$ cat config.mk
export PLATFORM = sky130hd
export DESIGN_NAME = mem_access_stage
export DESIGN_NICKNAME = d
export VERILOG_FILES = /design/src/rtl/mem_access_stage_pkg.sv /design/src/rtl/mem_wait_timer.sv /design/src/rtl/mem_access_stage.sv
export SDC_FILE = /design/constraint.sdc
export NUM_CORES = 1
export LEC_CHECK = 0
export CAP_MARGIN = 10
export CORE_UTILIZATION = 43
export CTS_CLUSTER_DIAMETER = 200
export DETAILED_ROUTE_END_ITERATION = 16
export GPL_ROUTABILITY_DRIVEN = 0
export PLACE_DENSITY_LB_ADDON = 0.25
export SETUP_SLACK_MARGIN = 0.1
export SLEW_MARGIN = 5
export SYNTH_ARGS = -nofsm -noshare
export SYNTH_HDL_FRONTEND = slang
export SYNTH_SLANG_ARGS = --single-unit
$ cat constraint.sdc
create_clock -name clk -period 2.08 [get_ports clk]
set_input_delay 0.52 -clock clk [delete_from_list [all_inputs] [get_ports clk]]
set_output_delay 0.52 -clock clk [all_outputs]
set_load 0.05 [all_outputs]
$ cat src/rtl/mem_access_stage_pkg.sv
// rtl/mem_access_stage_pkg.sv - shared types and constants for the memory access stage
`timescale 1ns/1ps
package mem_access_stage_pkg;

  localparam int DEF_DATA_W = 16;
  localparam int DEF_REG_AW = 4;

  typedef enum logic [1:0] {
    IDLE     = 2'd0,
    ACCESS   = 2'd1,
    COMPLETE = 2'd2
  } mem_state_e;

  // A bubble only kills valid and regWe; data fields keep their old contents.
  localparam logic BUBBLE_VALID = 1'b0;
  localparam logic BUBBLE_REGWE = 1'b0;

endpackage

$ cat src/rtl/mem_wait_timer.sv
// rtl/mem_wait_timer.sv - access wait counter with clear/enable/expire
`timescale 1ns/1ps
module mem_wait_timer #(
  parameter int MAX_WAIT = 15
) (
  input  logic clk,
  input  logic rst_n,
  input  logic clr_i,
  input  logic en_i,
  output logic expire_o
);

  localparam int CNT_W = $clog2(MAX_WAIT + 1);

  logic [CNT_W-1:0] cnt_q, cnt_d;

  // Expires during the MAX_WAIT-th enabled cycle, so the caller can still honour an ack in it.
  assign expire_o = en_i && (cnt_q == CNT_W'(MAX_WAIT - 1));

  always_comb begin
    cnt_d = cnt_q;
    if (clr_i) begin
      cnt_d = '0;
    end else if (en_i && !expire_o) begin
      cnt_d = cnt_q + CNT_W'(1);
    end
  end

  always_ff @(posedge clk or negedge rst_n) begin
    if (!rst_n) begin
      cnt_q <= '0;
    end else begin
      cnt_q <= cnt_d;
    end
  end

endmodule

$ cat src/rtl/mem_access_stage.sv
// rtl/mem_access_stage.sv - MEM stage with req/ack data-memory handshake and MEM/WB register
// Optional access timeout enabled by defining MEM_TIMEOUT_EN.
`timescale 1ns/1ps
module mem_access_stage
  import mem_access_stage_pkg::*;
#(
  parameter int DATA_W = DEF_DATA_W,
  parameter int REG_AW = DEF_REG_AW
`ifdef MEM_TIMEOUT_EN
  , parameter int MAX_WAIT = 15
`endif
) (
  input  logic              clk,
  input  logic              rst_n,
  input  logic              ex_valid,
  input  logic              ex_memRe,
  input  logic              ex_memWe,
  input  logic [DATA_W-1:0] ex_aluResult,
  input  logic [DATA_W-1:0] ex_wrtData,
  input  logic [DATA_W-1:0] ex_pcNext,
  input  logic [REG_AW-1:0] ex_regAddr,
  input  logic              ex_regWe,
  input  logic              ex_jal,
  input  logic              ex_memToReg,
  output logic              mem_req,
  output logic              mem_we,
  output logic [DATA_W-1:0] mem_addr,
  output logic [DATA_W-1:0] mem_wdata,
  input  logic              mem_ack,
  input  logic [DATA_W-1:0] mem_rdata,
  output logic              stall,
  output logic              mem_err,
  output logic              valid_MEM_WB,
  output logic              regWe_MEM_WB,
  output logic              jal_MEM_WB,
  output logic              memToReg_MEM_WB,
  output logic [REG_AW-1:0] regAddr_MEM_WB,
  output logic [DATA_W-1:0] aluResult_MEM_WB,
  output logic [DATA_W-1:0] pcNext_MEM_WB,
  output logic [DATA_W-1:0] memData_MEM_WB
);

  mem_state_e state_q, state_d;

  logic              mem_start;
  logic              timeout;

  logic              mem_req_q, mem_req_d;
  logic              mem_we_q, mem_we_d;
  logic [DATA_W-1:0] mem_addr_q, mem_addr_d;
  logic [DATA_W-1:0] mem_wdata_q, mem_wdata_d;
  logic [DATA_W-1:0] rd_hold_q, rd_hold_d;
  logic              mem_err_q, mem_err_d;

  logic              wb_valid_q, wb_valid_d;
  logic              wb_regwe_q, wb_regwe_d;
  logic              wb_jal_q, wb_jal_d;
  logic              wb_m2r_q, wb_m2r_d;
  logic [REG_AW-1:0] wb_ra_q, wb_ra_d;
  logic [DATA_W-1:0] wb_alu_q, wb_alu_d;
  logic [DATA_W-1:0] wb_pc_q, wb_pc_d;
  logic [DATA_W-1:0] wb_md_q, wb_md_d;

  assign mem_start = ex_valid && (ex_memRe || ex_memWe);

`ifdef MEM_TIMEOUT_EN
  logic wait_expire;

  mem_wait_timer #(
    .MAX_WAIT (MAX_WAIT)
  ) u_wait_timer (
    .clk      (clk),
    .rst_n    (rst_n),
    .clr_i    (state_q != ACCESS),
    .en_i     (state_q == ACCESS),
    .expire_o (wait_expire)
  );

  // An ack arriving on the expiry cycle completes normally.
  assign timeout = wait_expire && !mem_ack;
`else
  assign timeout = 1'b0;
`endif

  always_ff @(posedge clk or negedge rst_n) begin
    if (!rst_n) begin
      state_q <= IDLE;
    end else begin
      state_q <= state_d;
    end
  end

  always_comb begin
    state_d = state_q;
    case (state_q)
      IDLE:     if (mem_start) state_d = ACCESS;
      ACCESS:   if (mem_ack || timeout) state_d = COMPLETE;
      COMPLETE: state_d = IDLE;
      default:  state_d = IDLE;
    endcase
  end

  always_comb begin
    stall = 1'b0;
    case (state_q)
      IDLE:    stall = mem_start;
      ACCESS:  stall = 1'b1;
      default: stall = 1'b0;
    endcase
  end

  always_comb begin
    mem_req_d   = mem_req_q;
    mem_we_d    = mem_we_q;
    mem_addr_d  = mem_addr_q;
    mem_wdata_d = mem_wdata_q;
    rd_hold_d   = rd_hold_q;
    mem_err_d   = 1'b0;
    case (state_q)
      IDLE: begin
        if (mem_start) begin
          mem_req_d   = 1'b1;
          mem_we_d    = ex_memWe;
          mem_addr_d  = ex_aluResult;
          mem_wdata_d = ex_wrtData;
        end
      end
      ACCESS: begin
        if (mem_ack) begin
          mem_req_d = 1'b0;
          if (!mem_we_q) rd_hold_d = mem_rdata;
        end else if (timeout) begin
          mem_req_d = 1'b0;
          mem_err_d = 1'b1;
        end
      end
      default: ;
    endcase
  end

  always_comb begin
    wb_valid_d = wb_valid_q;
    wb_regwe_d = wb_regwe_q;
    wb_jal_d   = wb_jal_q;
    wb_m2r_d   = wb_m2r_q;
    wb_ra_d    = wb_ra_q;
    wb_alu_d   = wb_alu_q;
    wb_pc_d    = wb_pc_q;
    wb_md_d    = wb_md_q;
    case (state_q)
      IDLE: begin
        // Entering an access bubbles MEM/WB so the older instruction writes back once.
        if (mem_start || !ex_valid) begin
          wb_valid_d = BUBBLE_VALID;
          wb_regwe_d = BUBBLE_REGWE;
        end else begin
          wb_valid_d = 1'b1;
          wb_regwe_d = ex_regWe;
          wb_jal_d   = ex_jal;
          wb_m2r_d   = ex_memToReg;
          wb_ra_d    = ex_regAddr;
          wb_alu_d   = ex_aluResult;
          wb_pc_d    = ex_pcNext;
        end
      end
      COMPLETE: begin
        wb_valid_d = ex_valid;
        wb_regwe_d = ex_regWe && !mem_err_q;
        wb_jal_d   = ex_jal;
        wb_m2r_d   = ex_memToReg;
        wb_ra_d    = ex_regAddr;
        wb_alu_d   = ex_aluResult;
        wb_pc_d    = ex_pcNext;
        wb_md_d    = (mem_we_q || mem_err_q) ? '0 : rd_hold_q;
      end
      default: ;
    endcase
  end

  always_ff @(posedge clk or negedge rst_n) begin
    if (!rst_n) begin
      mem_req_q   <= 1'b0;
      mem_we_q    <= 1'b0;
      mem_addr_q  <= '0;
      mem_wdata_q <= '0;
      rd_hold_q   <= '0;
      mem_err_q   <= 1'b0;
      wb_valid_q  <= 1'b0;
      wb_regwe_q  <= 1'b0;
      wb_jal_q    <= 1'b0;
      wb_m2r_q    <= 1'b0;
      wb_ra_q     <= '0;
      wb_alu_q    <= '0;
      wb_pc_q     <= '0;
      wb_md_q     <= '0;
    end else begin
      mem_req_q   <= mem_req_d;
      mem_we_q    <= mem_we_d;
      mem_addr_q  <= mem_addr_d;
      mem_wdata_q <= mem_wdata_d;
      rd_hold_q   <= rd_hold_d;
      mem_err_q   <= mem_err_d;
      wb_valid_q  <= wb_valid_d;
      wb_regwe_q  <= wb_regwe_d;
      wb_jal_q    <= wb_jal_d;
      wb_m2r_q    <= wb_m2r_d;
      wb_ra_q     <= wb_ra_d;
      wb_alu_q    <= wb_alu_d;
      wb_pc_q     <= wb_pc_d;
      wb_md_q     <= wb_md_d;
    end
  end

  assign mem_req          = mem_req_q;
  assign mem_we           = mem_we_q;
  assign mem_addr         = mem_addr_q;
  assign mem_wdata        = mem_wdata_q;
  assign mem_err          = mem_err_q;
  assign valid_MEM_WB     = wb_valid_q;
  assign regWe_MEM_WB     = wb_regwe_q;
  assign jal_MEM_WB       = wb_jal_q;
  assign memToReg_MEM_WB  = wb_m2r_q;
  assign regAddr_MEM_WB   = wb_ra_q;
  assign aluResult_MEM_WB = wb_alu_q;
  assign pcNext_MEM_WB    = wb_pc_q;
  assign memData_MEM_WB   = wb_md_q;

endmodule

==> summary.md, run 1 <==
| Metric | Value |
|---|---|
| Layout cells sized above 1 | `26.5%` |
| TritonCTS clock tree | `done` |
| Sequential cell area fraction in the yosys report | `65.4%` |
| Final worst slack | `0.153 ns` |
| Crit path kind | `flop to output port` |
| DR DRC count | `0` |
| Core Util, Final | `65.7%` |
| Startpoint Class | `flop` |
| First-pass GRT wire length | `14300 µm` |
| Syn Std Cell Area | `4130 µm²` |
| Synth Area in Adders | `0%` |
| Worst slack at placement | `-0.0946 ns` |
| Number of failing hold endpoints at the final stage | `0` |
| VDD IR max | `840 µV` |
| XOR/XNOR Fraction of Synth Area | `0%` |
| RSZ-0062 raised after global routing | `true` |
| Most frequent cell after synthesis | `dfrtp_1` |
| P per Cell Area | `1610 nW/µm²` |
| Ports | `169` |
| Seq cells post-synth | `108` |
| Largest net degree at the start of global routing | `43` |
| Drt wl/cell | `14.9 µm` |
| Synth warnings | `0` |
| Top post-synthesis cells by area | `dfrtp_1 65%, mux2_2 21%, nand2b_1 3.0%, mux2_1 2.5%, o21ai_0 2.3%` |
| Synth Area in Simple Gates | `6.06%` |
| Pins Over Slew Limit | `0` |
| CP arrival | `1.41 ns` |
| Initial antenna violation count | `0` |
| Clock Sinks | `108` |
| DRT Wirelength | `8690 µm` |
| Final Instance Area | `6100 µm²` |
| Cts hold-fix bufs | `0` |
| CTS H-Tree Depth | `3` |
| IO buf count | `167` |
| Main combinational cell family by area after synthesis | `multiplexers` |
| Leak Pwr | `2.75 nW` |
| Commonest cells in the synthesized netlist | `108 x dfrtp_1, 78 x mux2_2, 20 x nand2b_1, 19 x o21ai_0, 18 x nand2_1` |
| Syn Inst Count | `277` |
| GRT Total Usage | `18.4%` |
| Post-synth top flop | `dfrtp_1` |
| DPL Wire Length | `6430 µm` |
| CP max FO | `5` |
| Clock Root Buffer | `clkbuf_8` |
| Min Clock Period, post-route | `1.93 ns` |
| Yosys cell types | `18` |
| Post-synthesis mux area share | `23.7%` |
| Area growth syn-to-layout | `47.7%` |
| Die Span X | `100 µm` |
| Total grt overflow | `0` |
| Fraction of registers with async set or reset after synthesis | `100%` |
| Cts bufs inserted | `9` |
| Iter 0 DRT Violations | `69` |
| Crit. End Element | `output port` |
| Die Span Y | `100 µm` |
| Die ar. | `10000 µm²` |
| Post-synthesis compound-gate area fraction | `2.69%` |
| Clock slew at reported path FFs | `0.11 ns` |
| Area leader, netlist | `dfrtp_1` |
| Dpl cell area | `6020 µm²` |
| Routed Antenna Nets | `0` |
| Vias | `2778` |
| WHS | `0.0864 ns` |
| Final setup viols | `0` |
| Yosys top cell area share | `65.4%` |
| Status | `completed` |
| Power, Total | `9.80 mW` |
| F_max | `519 MHz` |
| Clock buffer depth | `2` |
| Final period util | `92.6%` |
| Syn avg cell area | `14.9 µm²` |
| # diodes | `0` |
| Relative slew slack | `64.9%` |
| Post-Route Skew | `0.0107 ns` |
| Worst min path class | `input port to asynchronous set/reset pin` |
| Critical path required time | `1.56 ns` |
| Clk_lat worst skew | `0.35 ns` |
| Initial Utilization | `44.5%` |
| Row count | `35` |
| Vias in the first global route | `2844` |
| Core area | `9280 µm²` |
| EDFF count, synth | `0` |
| Final #Nets | `529` |
| Vias/cell | `4.75` |
| MaxCap Viol Count | `0` |
| DR pass1 iterations | `4` |
| Syn Nets | `354` |
| Slew @ Worst Pin | `0.528 ns` |
==> per-stage QoR <==
step | cells | TNS, ns
CTS | 584 | 0
global route | 585 | 0
detailed placement | 569 | -2.50
global placement | 569 | -2.17
finish | 585 | 0
floorplan | 277 | 0
==> layout make-up <==
type / instances / area, µm²
inverters: 2 / 7.51
fillers: 738 / 3180
well taps: 129 / 161
clock buffers: 9 / 124
clock inverters: 6 / 48.8
repair buffers: 178 / 1700
multi-input cells: 153 / 1360
flip-flops and latches: 108 / 2700
==> metal layers <==
| layer | up-vias | GRT usage, % | part of all wire [%] |
|---|---|---|---|
| li1 | 1298 | - | - |
| met1 | 1378 | 22.7 | 40 |
| met2 | 89 | 31.6 | 52 |
| met3 | 13 | 5.01 | 6.4 |
| met4 | 0 | 5.91 | 1.7 |
| met5 | - | 0 | 0 |
==> cell usage in the layout, fill, tap and decap left out, types with 6 or more instances in the layout <==
| master | count |
|---|---|
| o21ai_0 | 19 |
| clkbuf_8 | 9 |
| buf_12 | 6 |
| dlygate4sd2_1 | 84 |
| clkdlybuf4s50_1 | 72 |
| buf_4 | 15 |
| dfrtp_1 | 107 |
| mux2_2 | 78 |
| nand2b_1 | 19 |
| nand2_1 | 18 |
| mux2_1 | 9 |
==> sequential cells by signal (all words and copies together), names as in the netlist <==
signal            cells
mem_wdata            16
mem_req               1
regWe_MEM_WB          1
mem_addr             16
memToReg_MEM_WB       1
valid_MEM_WB          1
state_q               2
memData_MEM_WB       16
mem_we                1
rd_hold_q            16
regAddr_MEM_WB        4
pcNext_MEM_WB        16
aluResult_MEM_WB     16
jal_MEM_WB            1
==> repair_timing <==
action | in CTS | in global routing
endpoints found under the setup margin | 83 | 1
pin swaps | 1 | 1
resized for setup | 86 | 2
buffers inserted | 0 | 1
==> path summary, 6_finish.rpt <==
path	depth (start not counted)	endpoint	from	slack, ns
min reg2reg	2	memData_MEM_WB[15]$_DFFE_PN0P_	memData_MEM_WB[15]$_DFFE_PN0P_	0.48
max in group asynchronous	2	mem_wdata[6]$_DFFE_PN0P_	rst_n	1.42
max reg2reg	4	mem_wdata[4]$_DFFE_PN0P_	state_q[0]$_DFFE_PN0P_	0.45
min in group clk	2	memData_MEM_WB[15]$_DFFE_PN0P_	memData_MEM_WB[15]$_DFFE_PN0P_	0.48
max	4	stall	state_q[0]$_DFFE_PN0P_	0.15
min	1	rd_hold_q[8]$_DFFE_PN0P_	rst_n	0.09
==> worst max-delay path, stage by stage (launching register included) <==
cell and delay (ns):
dfrtp_2 0.44, nand2b_4 0.16, nor3_4 0.14, nand2b_4 0.16, buf_12 0.14
==> logic make-up (layout without fill, tap and decap cells) <==
group | Yosys count | after routing
mux | 87 | 87
other cells | 1 | 1
simple gates | 44 | 44
flops | 108 | 108
compound gates | 21 | 21
buf+inv | 16 | 195
==> power by group <==
group / leakage, nW / switching [mW] / internal [mW] / total (mW)
clock: 0.0836 / 0.727 / 0.443 / 1.17
combinational: 1.38 / 3.56 / 1.64 / 5.20
sequential: 1.29 / 0.425 / 3.00 / 3.43
total: 2.75 / 4.71 / 5.08 / 9.80
Note: power is estimated with default switching activity, not from simulation.
==> run 2, diff against run 1 <==
--- a/config.mk
+++ b/config.mk
@@ -6,6 +6,7 @@
 export NUM_CORES = 1
 export LEC_CHECK = 0
 export CAP_MARGIN = 10
+export CORE_MARGIN = 10
 export CORE_UTILIZATION = 43
 export CTS_CLUSTER_DIAMETER = 200
 export DETAILED_ROUTE_END_ITERATION = 16
==> run 2 against run 1 <==
Net effect: sequential share of layout area about the same; register-to-register slack got worse by 0.04 ns; critical endpoint unchanged; design area about the same.
==> summary.md, run 2 (synthesized netlist as in run 1, its figures left out) <==
| Metric | Value |
|---|---|
| Crit path kind | `flop to output port (unchanged)` |
| Clock Root Buffer | `clkbuf_8 (unchanged)` |
| Iter 0 DRT Violations | `82 (was 69)` |
| IO buf count | `167 (unchanged)` |
| Ports | `169 (unchanged)` |
| Worst path buffer plus inverter count | `1 (unchanged)` |
| First-pass GRT wire length | `16500 µm (was 14300 µm)` |
| Status | `completed (unchanged)` |
| Clk_lat worst skew | `0.36 ns (was 0.35 ns)` |
| Largest delay share family, worst path | `simple AND/OR/NAND/NOR gates (unchanged)` |
| Clock buffer depth | `2 (unchanged)` |
| Most common cell after layout, fill and taps aside | `dfrtp_1 (unchanged)` |
| Cts bufs inserted | `9 (unchanged)` |
| Most used cell, CP | `nand2b_4 (unchanged)` |
| Cts hold-fix bufs | `0 (unchanged)` |
| Critical R2R Launch | `state_q[0]$_DFFE_PN0P_ (unchanged)` |
| # diodes | `0 (unchanged)` |
| Routed Antenna Nets | `0 (unchanged)` |
| CP arrival | `1.43 ns (was 1.41 ns)` |
| Final #Nets | `532 (was 529)` |
| TritonCTS clock tree | `done (unchanged)` |
| Area growth syn-to-layout | `47.6% (was 47.7%)` |
| Relative slew slack | `64.9% (about the same)` |
| Layout cells sized above 1 | `30.1% (was 26.5%)` |
| Register-to-Register Path Depth | `5 (was 4)` |
| F_max | `512 MHz (was 519 MHz)` |
| CP max FO | `5 (unchanged)` |
| Dpl cell area | `5990 µm² (was 6020 µm²)` |
| DRT Wirelength | `10100 µm (was 8690 µm)` |
| Number of failing hold endpoints at the final stage | `0 (unchanged)` |
| Crit Reg-Reg Endpoint | `pcNext_MEM_WB[0]$_DFFE_PN0P_ (was mem_wdata[4]$_DFFE_PN0P_)` |
| Critical path required time | `1.56 ns (about the same)` |
| Die Span Y | `118 µm (was 100 µm)` |
| Core Util, Final | `65.7% (about the same)` |
| Vias | `2767 (was 2778)` |
| Die ar. | `13900 µm² (was 10000 µm²)` |
| Largest net degree at the start of global routing | `45 (was 43)` |
| CP Cell Sequence | `nand2b_4, nor3_4, nand2b_4, buf_12 (unchanged)` |
| VDD IR max | `872 µV (was 840 µV)` |
| Total grt overflow | `0 (unchanged)` |
| CTS H-Tree Depth | `3 (unchanged)` |
| CP max stage delay | `0.42 ns (was 0.44 ns)` |
| Die Span X | `118 µm (was 100 µm)` |
| Min Clock Period, post-route | `1.95 ns (was 1.93 ns)` |
| Final Instance Area | `6100 µm² (about the same)` |
| Worst min path class | `input port to asynchronous set/reset pin (unchanged)` |
| Drt wl/cell | `17.3 µm (was 14.9 µm)` |
| Startpoint Class | `flop (unchanged)` |
| Slew @ Worst Pin | `0.528 ns (about the same)` |
| P per Cell Area | `1620 nW/µm² (was 1610 nW/µm²)` |
| Core area | `9280 µm² (unchanged)` |
| Final setup viols | `0 (unchanged)` |
| Crit. End Element | `output port (unchanged)` |
| Clock slew at reported path FFs | `0.10 ns (was 0.11 ns)` |
| Most frequent cells in the layout | `108 x dfrtp_1, 78 x mux2_2, 72 x clkdlybuf4s50_1, 66 x dlygate4sd2_1, 35 x buf_4 (was 107 x dfrtp_1, 84 x dlygate4sd2_1, 78 x mux2_2, 72 x clkdlybuf4s50_1)` |
| GRT Total Usage | `14.7% (was 18.4%)` |
| DR pass1 iterations | `4 (unchanged)` |
| Vias in the first global route | `2995 (was 2844)` |
| CP max-delay cell | `dfrtp_1 (was dfrtp_2)` |
| DR DRC count | `0 (unchanged)` |
| Final period util | `93.9% (was 92.6%)` |
| Pins Over Slew Limit | `0 (unchanged)` |
| Clock Sinks | `108 (unchanged)` |
| RSZ-0062 raised after global routing | `true (unchanged)` |
| Initial antenna violation count | `0 (unchanged)` |
| Initial Utilization | `44.5% (unchanged)` |
| MaxCap Viol Count | `0 (unchanged)` |
| Row count | `35 (unchanged)` |
| Post-Route Skew | `0.0118 ns (was 0.0107 ns)` |
| Vias/cell | `4.71 (was 4.75)` |
| DPL Wire Length | `7890 µm (was 6430 µm)` |
| Leak Pwr | `2.77 nW (was 2.75 nW)` |
| R2R setup slack | `0.41 ns (was 0.45 ns)` |
==> run 2: report_power, final <==
part	total [mW]	switching (mW)	leakage (nW)	internal [mW]
registers	3.44	0.436	1.29	3.00
clock network	1.13	0.682	0.0844	0.444
logic	5.32	3.62	1.39	1.70
total	9.89	4.74	2.77	5.15
==> run 2: final cells by class <==
cell class | count | area, µm²
fill | 762 | 3180
clock buffer | 11 | 131
sequential | 108 | 2700
clock inverter | 4 | 35.0
timing repair buffer | 181 | 1710
inverter | 2 | 7.51
multi-input combinational | 153 | 1360
tap | 129 | 161
==> run 2: how the worst max path moves through the flow <==
stage	end	cells after the start	start	slack, ns
after floorplan	stall	4	ex_memWe	0.13
after global placement	memToReg_MEM_WB$_DFFE_PN0P_	5	ex_valid	-0.05
after detailed placement	stall	5	ex_memWe	-0.07
after CTS	stall	5	ex_memWe	-0.03
after global routing	stall	4	state_q[0]$_DFFE_PN0P_	0.04
final	stall	4	state_q[0]$_DFFE_PN0P_	0.13
==> run 2: layer usage <==
layer | track usage (%) | share of wire (%) | up-vias
met5 | 0 | 0 | -
met4 | 2.78 | 0.73 | 0
met3 | 7.10 | 8.9 | 7
met2 | 25.3 | 50 | 89
met1 | 16.3 | 40 | 1369
li1 | - | - | 1302
==> run 2: through the flow <==
step	power, mW	instances	hold WS [ns]	worst slack, ns	TNS, ns
4_1_cts	10.0	586	0.0833	-0.0255	-0.0255
3_5_place_dp	9.30	571	0.469	-0.0673	-1.26
3_3_place_gp	9.18	571	0.460	-0.0534	-1.76
6_report	9.89	588	0.0872	0.128	0
5_1_grt	10.4	588	0.0901	0.0410	0
2_1_floorplan	7.18	277	0.224	0.125	0
==> run 2: worst register-to-register path: stages (launching register included) <==
cell and delay (ns):
dfrtp_1 0.42, nand2b_4 0.17, buf_4 0.13, o31a_2 0.34, buf_4 0.22, mux2_2 0.29
==> run 2: what timing repair did <==
item / 4_1_cts / 5_1_grt
pin swaps: 0 / 1
buffers inserted: 0 / 2
endpoints found under the setup margin: 66 / 1
resized for setup: 67 / 3
==> run 3, diff against run 2 <==
--- a/config.mk
+++ b/config.mk
@@ -5,7 +5,6 @@
 export SDC_FILE = /design/constraint.sdc
 export NUM_CORES = 1
 export LEC_CHECK = 0
-export CAP_MARGIN = 10
 export CORE_MARGIN = 10
 export CORE_UTILIZATION = 43
 export CTS_CLUSTER_DIAMETER = 200
==> results of run 3 <==
Same layout as run 2: the final DEF is identical, and so are final timing and power.
